`src/rtl/multicycle_control.sv`:
```
// Main control FSM for the multicycle MIPS datapath.
// Steps each instruction through its states and drives the datapath strobes.
module multicycle_control (
  input  logic       clk,
  input  logic       reset,
  input  logic [5:0] Opcode,
  input  logic [5:0] Funct,
  input  logic       Zero,
  output logic       PCWrite,
  output logic       PCWriteCond,
  output logic       IorD,
  output logic       MemRead,
  output logic       MemWrite,
  output logic       IRWrite,
  output logic       MemtoReg,
  output logic       RegWrite,
  output logic       RegDst,
  output logic       ALUSrcA,
  output logic [1:0] ALUSrcB,
  output logic       ExtOp,
  output logic [1:0] PCSource,
  output logic [2:0] ALUOp,
  output logic       IllegalOp,
  output logic [3:0] State
);

  localparam int unsigned OP_W    = 6;
  localparam int unsigned STATE_W = 4;

  localparam logic [OP_W-1:0] OP_R     = 6'h00;
  localparam logic [OP_W-1:0] OP_J     = 6'h02;
  localparam logic [OP_W-1:0] OP_BEQ   = 6'h04;
  localparam logic [OP_W-1:0] OP_ADDI  = 6'h08;
  localparam logic [OP_W-1:0] OP_ANDI  = 6'h0C;
  localparam logic [OP_W-1:0] OP_ORI   = 6'h0D;
  localparam logic [OP_W-1:0] OP_LUI   = 6'h0F;
  localparam logic [OP_W-1:0] OP_LW    = 6'h23;
  localparam logic [OP_W-1:0] OP_SW    = 6'h2B;
  localparam logic [OP_W-1:0] FUNCT_JR = 6'h08;

  typedef enum logic [STATE_W-1:0] {
    S_INIT      = 4'd0,
    S_FETCH     = 4'd1,
    S_DECODE    = 4'd2,
    S_MEM_ADDR  = 4'd3,
    S_MEM_READ  = 4'd4,
    S_MEM_WB    = 4'd5,
    S_MEM_WRITE = 4'd6,
    S_EXEC_R    = 4'd7,
    S_R_WB      = 4'd8,
    S_EXEC_I    = 4'd9,
    S_I_WB      = 4'd10,
    S_BRANCH    = 4'd11,
    S_JUMP      = 4'd12,
    S_JR        = 4'd13
  } state_t;

  typedef struct packed {
    logic       pc_write;
    logic       pc_write_cond;
    logic       iord;
    logic       mem_read;
    logic       mem_write;
    logic       ir_write;
    logic       mem_to_reg;
    logic       reg_write;
    logic       reg_dst;
    logic       alu_src_a;
    logic [1:0] alu_src_b;
    logic       ext_op;
    logic [1:0] pc_source;
    logic [2:0] alu_op;
  } ctrl_t;

  state_t state;
  state_t next_state;
  ctrl_t  ctrl;
  ctrl_t  ctrl_next;
  logic   illegal_c;

  // Zero is consumed by the datapath together with PCWriteCond, not here.
  logic unused_zero;
  assign unused_zero = Zero;

  // I-type ALU operation and immediate extension, selected by opcode: {alu_op, ext_op}.
  function automatic logic [3:0] imm_alu(input logic [OP_W-1:0] op);
    logic [3:0] r;
    r = 4'b110_0;
    case (op)
      OP_ORI:  r = 4'b101_1;
      OP_ANDI: r = 4'b011_1;
      OP_LUI:  r = 4'b001_0;
      default: r = 4'b110_0;
    endcase
    return r;
  endfunction

  // Moore output table for one state.
  function automatic ctrl_t decode(input state_t st, input logic [OP_W-1:0] op);
    ctrl_t c;
    c = '0;
    case (st)
      S_FETCH: begin
        c.mem_read  = 1'b1;
        c.ir_write  = 1'b1;
        c.alu_src_b = 2'b01;
        c.alu_op    = 3'b110;
        c.pc_write  = 1'b1;
      end
      S_DECODE: begin
        c.alu_src_b = 2'b11;
        c.alu_op    = 3'b110;
      end
      S_MEM_ADDR: begin
        c.alu_src_a = 1'b1;
        c.alu_src_b = 2'b10;
        c.alu_op    = 3'b010;
      end
      S_MEM_READ: begin
        c.mem_read = 1'b1;
        c.iord     = 1'b1;
      end
      S_MEM_WB: begin
        c.reg_write  = 1'b1;
        c.mem_to_reg = 1'b1;
      end
      S_MEM_WRITE: begin
        c.mem_write = 1'b1;
        c.iord      = 1'b1;
      end
      S_EXEC_R: begin
        c.alu_src_a = 1'b1;
        c.alu_op    = 3'b111;
      end
      S_R_WB: begin
        c.reg_write = 1'b1;
        c.reg_dst   = 1'b1;
      end
      S_EXEC_I: begin
        c.alu_src_a           = 1'b1;
        c.alu_src_b           = 2'b10;
        {c.alu_op, c.ext_op}  = imm_alu(op);
      end
      S_I_WB: begin
        c.reg_write           = 1'b1;
        {c.alu_op, c.ext_op}  = imm_alu(op);
      end
      S_BRANCH: begin
        c.alu_src_a     = 1'b1;
        c.alu_op        = 3'b100;
        c.pc_source     = 2'b01;
        c.pc_write_cond = 1'b1;
      end
      S_JUMP: begin
        c.pc_source = 2'b10;
        c.pc_write  = 1'b1;
      end
      S_JR: begin
        c.pc_source = 2'b11;
        c.pc_write  = 1'b1;
      end
      default: c = '0;
    endcase
    return c;
  endfunction

  // State register.
  always_ff @(posedge clk or negedge reset) begin
    if (!reset) begin
      state <= S_INIT;
    end else begin
      state <= next_state;
    end
  end

  // Next-state logic; IllegalOp flags an unsupported opcode while decoding.
  always_comb begin
    next_state = S_FETCH;
    illegal_c  = 1'b0;
    case (state)
      S_INIT:   next_state = S_FETCH;
      S_FETCH:  next_state = S_DECODE;
      S_DECODE: begin
        case (Opcode)
          OP_LW, OP_SW:                      next_state = S_MEM_ADDR;
          OP_R:                              next_state = (Funct == FUNCT_JR) ? S_JR : S_EXEC_R;
          OP_ADDI, OP_ANDI, OP_ORI, OP_LUI:  next_state = S_EXEC_I;
          OP_BEQ:                            next_state = S_BRANCH;
          OP_J:                              next_state = S_JUMP;
          default: begin
            next_state = S_FETCH;
            illegal_c  = 1'b1;
          end
        endcase
      end
      S_MEM_ADDR:  next_state = (Opcode == OP_LW) ? S_MEM_READ : S_MEM_WRITE;
      S_MEM_READ:  next_state = S_MEM_WB;
      S_MEM_WB:    next_state = S_FETCH;
      S_MEM_WRITE: next_state = S_FETCH;
      S_EXEC_R:    next_state = S_R_WB;
      S_R_WB:      next_state = S_FETCH;
      S_EXEC_I:    next_state = S_I_WB;
      S_I_WB:      next_state = S_FETCH;
      S_BRANCH:    next_state = S_FETCH;
      S_JUMP:      next_state = S_FETCH;
      S_JR:        next_state = S_FETCH;
      default:     next_state = S_FETCH;
    endcase
  end

  // Outputs are decoded for the state being entered and registered alongside it,
  // so they stay aligned with State and clear asynchronously with reset.
  always_comb begin
    ctrl_next = '0;
    ctrl_next = decode(next_state, Opcode);
  end

  always_ff @(posedge clk or negedge reset) begin
    if (!reset) begin
      ctrl <= '0;
    end else begin
      ctrl <= ctrl_next;
    end
  end

  assign PCWrite     = ctrl.pc_write;
  assign PCWriteCond = ctrl.pc_write_cond;
  assign IorD        = ctrl.iord;
  assign MemRead     = ctrl.mem_read;
  assign MemWrite    = ctrl.mem_write;
  assign IRWrite     = ctrl.ir_write;
  assign MemtoReg    = ctrl.mem_to_reg;
  assign RegWrite    = ctrl.reg_write;
  assign RegDst      = ctrl.reg_dst;
  assign ALUSrcA     = ctrl.alu_src_a;
  assign ALUSrcB     = ctrl.alu_src_b;
  assign ExtOp       = ctrl.ext_op;
  assign PCSource    = ctrl.pc_source;
  assign ALUOp       = ctrl.alu_op;
  assign IllegalOp   = illegal_c;
  assign State       = STATE_W'(state);

endmodule

```
`config.mk`:
```
export PLATFORM = sky130hd
export DESIGN_NAME = multicycle_control
export DESIGN_NICKNAME = d
export VERILOG_FILES = /design/src/rtl/multicycle_control.sv
export SDC_FILE = /design/constraint.sdc
export NUM_CORES = 1
export LEC_CHECK = 0
export CORE_UTILIZATION = 48
export DETAILED_ROUTE_END_ITERATION = 8
export GPL_ROUTABILITY_DRIVEN = 0
export GPL_TIMING_DRIVEN = 1
export HOLD_SLACK_MARGIN = 0.05
export PLACE_DENSITY = 0.84
export SYNTH_ARGS = -nofsm -noshare
export SYNTH_HDL_FRONTEND = slang
export SYNTH_SLANG_ARGS = --single-unit
```
`constraint.sdc`:
```
create_clock -name clk -period 4.3 [get_ports clk]
set_input_delay 1.075 -clock clk [delete_from_list [all_inputs] [get_ports clk]]
set_output_delay 1.075 -clock clk [all_outputs]
set_load 0.02 [all_outputs]
```
==> qor.txt, run 1 <==
Cell count after synthesis - 108
Vias in the first global route - 851
Cell area after layout - 1543 um^2
Register area share after synthesis - 49.00%
Total Routing Usage GR - 19.51%
Crit path max fanout - 5
Die area - 2538 um^2
Antenna Cells - 0
FFs w/ async S/R, synth - 100.0%
TritonCTS clock tree - built
Total wire length - 2267 um
Cell Pwr Density - 637.8 nW/um^2
Crit path time final - 3958 ps
Post-DR wirelength/cell - 13.03 um
Area growth, synth to finish - 37.31%
Via count - 959
First-pass GRT wire length - 3629 um
Final ANT Viol Nets - 0
Max-slew violations - 0
Avg Inst Size Synth - 10.40 um^2
GR Overflow Total - 0
Die width - 50.38 um
Vias per cell - 5.511
Maximum VDD drop - 0.3754 mV
Post-synth top area share - 49.00%
Largest net degree at the start of global routing - 23
Status - completed
Core region area - 2212 um^2
Worst-margin pin slew - 930.1 ps
CP required - 3220 ps
DPL Wire Length - 1739 um
Initial antenna violation count - 0
Number of enable flip-flop cells after synthesis - 0
Cell Rows - 17
Synth Cell Area - 1124 um^2
CTS max path bufs - 2
Iter 0 DRT Violations - 22
Initial Util - 50.79%
Count of final setup violators - 0
CTS Buf Count - 3
Syn. warnings - 0
CP Capture Type - output pin
# nets final - 162
Post-cts repair resize count - 0
Min-Delay Path Class - flip-flop to flip-flop
Most used DFF post-synth - dfrtp_1
Critical path arrival - 2880 ps
Fin crit share - 92.04%
Area contributors post-synth - dfrtp_1, nor2_1, nand2_1
Pre-antenna DRT Iters - 4
Final hold vios - 0
Maximum clock frequency - 252.7 MHz
Syn_nets - 123
Clock Latency Late Sink - 300 ps
Placement Cell Area - 1506 um^2
IO buf count - 36
CTS root buf - clkbuf_4
Cts hold-fix bufs - 0
Chip Height - 50.38 um
Worst setup path class - input port to output pin
Max transition margin - 37.80%
Commonest cells after routing, fill and taps aside - clkdlybuf4s50_1, dfrtp_1, nor2_1
Max Cap Violations - 0
Crit start category - input port
Yosys cell types - 43
DR DRC count - 0
# IOs - 38
Pleak - 0.6567 nW
#FFs+latches synth - 22
Layout Skew - 1.048 ps
CTS H-tree depth - 1
Largest area contributor in the netlist - dfrtp_1
CTS clk-pin slew, worst paths - 120 ps
Post-CTS setup buffer count - 0
RSZ-0062 raised after global routing - false
Final setup TNS - 0 ps
Proportion of layout cells with a drive suffix above 1 - 13.01%
Most common cell after layout, fill and taps aside - clkdlybuf4s50_1
Clock sinks - 22
## through the flow
stage | std cells | setup slack, ps | power (mW) | util [%] | hold WS [ps]
detailed placement | 170 | 358.9 | 0.8768 | 68.10 | 734.4
global route | 174 | 284.9 | 1.044 | 69.74 | 799.5
CTS | 174 | 350.9 | 0.9871 | 69.74 | 752.5
floorplan | 108 | 1455 | 0.6771 | - | 660.4
finish | 174 | 342.4 | 0.9840 | 69.74 | 755.9
global placement | 170 | 392.5 | 0.8649 | 68.10 | 732.1
## cell usage after synthesis, types with 2 or more instances
cell type	n
a21o_1	2
a21oi_1	3
and2_1	2
dfrtp_1	22
inv_1	6
nand2_1	10
nand3_1	6
nand3b_1	2
nor2_1	12
nor2b_1	3
nor3_1	2
nor3_2	2
o21ai_0	5
o22ai_1	2
## final timing paths
check / from / end / slack [ps] / cells after the start
hold reg to reg: State[0] / MemtoReg / 760 / 1
setup reg to reg: State[1] / ALUOp[1] / 2210 / 6
setup / recovery: Opcode[1] / IllegalOp / 340 / 5
hold / removal: State[0] / MemtoReg / 760 / 1
max in group asynchronous: reset / ALUOp[1] / 2460 / 1
min in group asynchronous: reset / MemtoReg / 1280 / 1
## layer usage
metal	routed length [um]	up-vias	track usage, %
met3	92	4	3.939
met2	1147	33	33.33
met5	0	-	0
met4	48	0	9.259
li1	-	464	-
met1	978	458	23.33
## area by class of cell
type	instances	area (um^2)
well taps	28	35.03
inverters	8	31.28
multi-input cells	76	529.3
fillers	179	669.4
clock buffers	4	36.28
repair buffers	36	360.3
flip-flops and latches	22	550.5
## critical path, cell delays in order
cell	delay, ps
clkdlybuf4s50_1	530
nor2b_1	330
and2_1	180
o311a_1	160
clkdlybuf4s50_1	600
## registers in the layout, indices dropped and copies added (netlist names)
| register | cells |
|---|---|
| PCWrite | 1 |
| State | 4 |
| ALUSrcA | 1 |
| MemtoReg | 1 |
| IorD | 1 |
| ALUOp | 3 |
| ALUSrcB | 2 |
| MemWrite | 1 |
| PCSource | 2 |
| ExtOp | 1 |
| PCWriteCond | 1 |
| IRWrite | 1 |
| RegWrite | 1 |
| RegDst | 1 |
| MemRead | 1 |
## logic make-up after synthesis
group / after synthesis / share of synthesized area [%]
XOR/XNOR: 1 / 0.7797
flip-flops: 22 / 49.00
AND/OR/NAND/NOR: 50 / 28.18
buffers and inverters: 10 / 3.896
multiplexers: 1 / 0.8909
AO/OA/AOI/OAI: 24 / 17.26
## report_power, final
part           internal [mW]  total, mW  leakage, nW  switching (mW)
Clock                 0.0516      0.111       0.0210          0.0591
Sequential             0.275      0.336        0.282          0.0613
Combinational          0.244      0.537        0.354           0.293
No activity file was read; power rests on OpenSTA's default activity.
==> run 2: changes to the inputs <==
Settings changed: ABC_AREA from default to 1, CORE_UTILIZATION 48 to 50.
==> run 2 against run 1 <==
Clock skew is 2.8 ps higher; setup slack got worse by 88 ps; final area is 13% higher; global-route usage rose by 3.4 points; wire length rose by 17%; area after synthesis up 17%; first-iteration DRC count down 50%.
==> qor.txt, run 2 <==
Status - completed (unchanged)
Via count - 1064 (was 959)
FF-to-FF path depth - 10 (was 6)
Syn. warnings - 0 (unchanged)
Total Routing Usage GR - 22.87% (was 19.51%)
Post-synth top cells - nand2_1, dfrtp_1, inv_1, nand3_1, nor2_1 (was dfrtp_1, nor2_1, nand2_1, inv_1, nand3_1)
Reg2reg setup slack - 2620 ps (was 2210 ps)
Worst Min Path Start - State[0] (unchanged)
Most used DFF post-synth - dfrtp_1 (unchanged)
Die width - 53.26 um (was 50.38 um)
Post-DR wirelength/cell - 12.47 um (was 13.03 um)
Fin crit share - 94.07% (was 92.04%)
Largest area contributor in the netlist - dfrtp_1 (unchanged)
TritonCTS clock tree - built (unchanged)
Antenna Cells - 0 (unchanged)
CTS root buf - clkbuf_4 (unchanged)
Syn_nets - 158 (was 123)
Vias per cell - 4.995 (was 5.511)
Total wire length - 2657 um (was 2267 um)
Cts hold-fix bufs - 0 (unchanged)
Final core occ - 70.56% (was 69.74%)
Register area share after synthesis - 41.90% (was 49.00%)
Post-CTS setup buffer count - 0 (unchanged)
Final hold vios - 0 (unchanged)
Hold depth - 2 (was 1)
FFs w/ async S/R, synth - 100.0% (unchanged)
Maximum VDD drop - 0.4843 mV (was 0.3754 mV)
Largest net degree at the start of global routing - 23 (unchanged)
Core region area - 2477 um^2 (was 2212 um^2)
DR DRC count - 0 (unchanged)
Clock sinks - 22 (unchanged)
# nets final - 199 (was 162)
Top-count cell post-synth - nand2_1 (was dfrtp_1)
Final ANT Viol Nets - 0 (unchanged)
Max reg flops - 4 (unchanged)
Cell Rows - 18 (was 17)
Pre-antenna DRT Iters - 4 (unchanged)
Max transition margin - 35.92% (was 37.80%)
Pleak - 0.8751 nW (was 0.6567 nW)
Vias in the first global route - 1090 (was 851)
Number of enable flip-flop cells after synthesis - 0 (unchanged)
Proportion of layout cells with a drive suffix above 1 - 26.23% (was 13.01%)
Final setup TNS - 0 ps (unchanged)
# IOs - 38 (unchanged)
CP Capture Type - output pin (unchanged)
Post-cts repair resize count - 0 (unchanged)
#FFs+latches synth - 22 (unchanged)
Min-Delay Path Class - flip-flop to flip-flop (unchanged)
Layout Skew - 3.850 ps (was 1.048 ps)
Yosys cell types - 28 (was 43)
Commonest cells after routing, fill and taps aside - clkdlybuf4s50_1, nand2_1, dfrtp_1 (was clkdlybuf4s50_1, dfrtp_1, nor2_1)
Cell Pwr Density - 704.4 nW/um^2 (was 637.8 nW/um^2)
Worst-margin pin slew - 958.1 ps (was 930.1 ps)
Worst setup path class - input port to output pin (unchanged)
GR Overflow Total - 0 (unchanged)
Max-slew violations - 0 (unchanged)
Synth Cell Area - 1314 um^2 (was 1124 um^2)
Initial antenna violation count - 0 (unchanged)
Capturing point of the worst reg2reg path - ALUOp[2] (was ALUOp[1])
Worst slack, placed - 313.4 ps (was 358.9 ps)
Iter 0 DRT Violations - 11 (was 22)
Initial Util - 53.03% (was 50.79%)
IO buf count - 36 (unchanged)
Cell count after synthesis - 143 (was 108)
Chip Height - 53.26 um (was 50.38 um)
Count of final setup violators - 0 (unchanged)
Hold Path Sink - MemtoReg (unchanged)
Critical path arrival - 2970 ps (was 2880 ps)
Max Cap Violations - 0 (unchanged)
CTS Buf Count - 3 (unchanged)
Die area - 2837 um^2 (was 2538 um^2)
Fillers - 204 (was 179)
CTS H-tree depth - 1 (unchanged)
Post-synth top area share - 41.90% (was 49.00%)
DPL Wire Length - 2235 um (was 1739 um)
Crit start category - input port (unchanged)
Most common cell after layout, fill and taps aside - clkdlybuf4s50_1 (unchanged)
Final setup margin - 254.9 ps (was 342.4 ps)
CP required - 3220 ps (about the same)
Avg Inst Size Synth - 9.187 um^2 (was 10.40 um^2)
Area growth, synth to finish - 33.05% (was 37.31%)
Area contributors post-synth - dfrtp_1, nand2_1, nor2_8 (was dfrtp_1, nor2_1, nand2_1)
Clock Latency Late Sink - 310 ps (was 300 ps)
Crit path time final - 4045 ps (was 3958 ps)
CTS clk-pin slew, worst paths - 120 ps (about the same)
CTS max path bufs - 2 (unchanged)
First-pass GRT wire length - 4485 um (was 3629 um)
Reg-to-Reg Start - State[3] (was State[1])
Maximum clock frequency - 247.2 MHz (was 252.7 MHz)
Crit path max fanout - 5 (unchanged)
RSZ-0062 raised after global routing - false (unchanged)
-- run 2: cells by family (layout without fill, tap and decap cells) --
kind of cell    count (synthesis)  count (layout)  synth area share, %
compound gates                 10              10                7.238
simple gates                   82              82                41.81
buf+inv                        29              69                9.047
flops                          22              22                41.90
-- run 2: final cells by class --
type	count	area, um^2	area share (%)
Timing Repair Buffer	36	360.3	20.62
Inverter	29	118.9	6.800
Clock buffer	4	36.28	2.076
Tap cell	30	37.54	2.147
Sequential cell	22	550.5	31.50
Multi-Input combinational cell	92	644.4	36.86
-- run 2: through the flow --
step,hold WS (ps),std cells,cell area [um^2],total power [mW]
floorplan,717.9,143,1314,0.8814
CTS,670.9,213,1748,1.236
finish,673.1,213,1748,1.231
global route,720.7,213,1748,1.315
detailed placement,661.0,209,1712,1.123
global placement,648.4,209,1712,1.092
-- run 2: critical path, cell delays in order --
cell             delay (ps)
clkdlybuf4s50_1         590
nor2_2                  100
nand3_1                 110
nand2_1                  80
inv_2                    80
nand2_1                  60
nor4_1                  210
clkdlybuf4s50_1         660
-- run 2: routing by layer --
layer  up-vias  global-route usage, %  wire length, um
li1        523                      -                -
met1       496                  24.14             1012
met2        39                  42.71             1478
met3         6                  2.586              102
met4         0                  13.16               63
met5         -                      0                0
-- run 2: how the worst max path moves through the flow --
stage | from | endpoint | cells past startpoint
6_report | Opcode[0] | IllegalOp | 8
5_1_grt | Opcode[0] | IllegalOp | 8
4_1_cts | Opcode[0] | IllegalOp | 8
3_5_place_dp | Opcode[0] | IllegalOp | 8
3_3_place_gp | Opcode[0] | IllegalOp | 8
2_1_floorplan | Opcode[1] | IllegalOp | 7
-- run 2: where the power goes --
part,internal (mW),switching [mW],leakage [nW]
combinational,0.313,0.485,0.566
sequential,0.280,0.0382,0.288
clock,0.0517,0.0625,0.0210
total,0.645,0.586,0.875
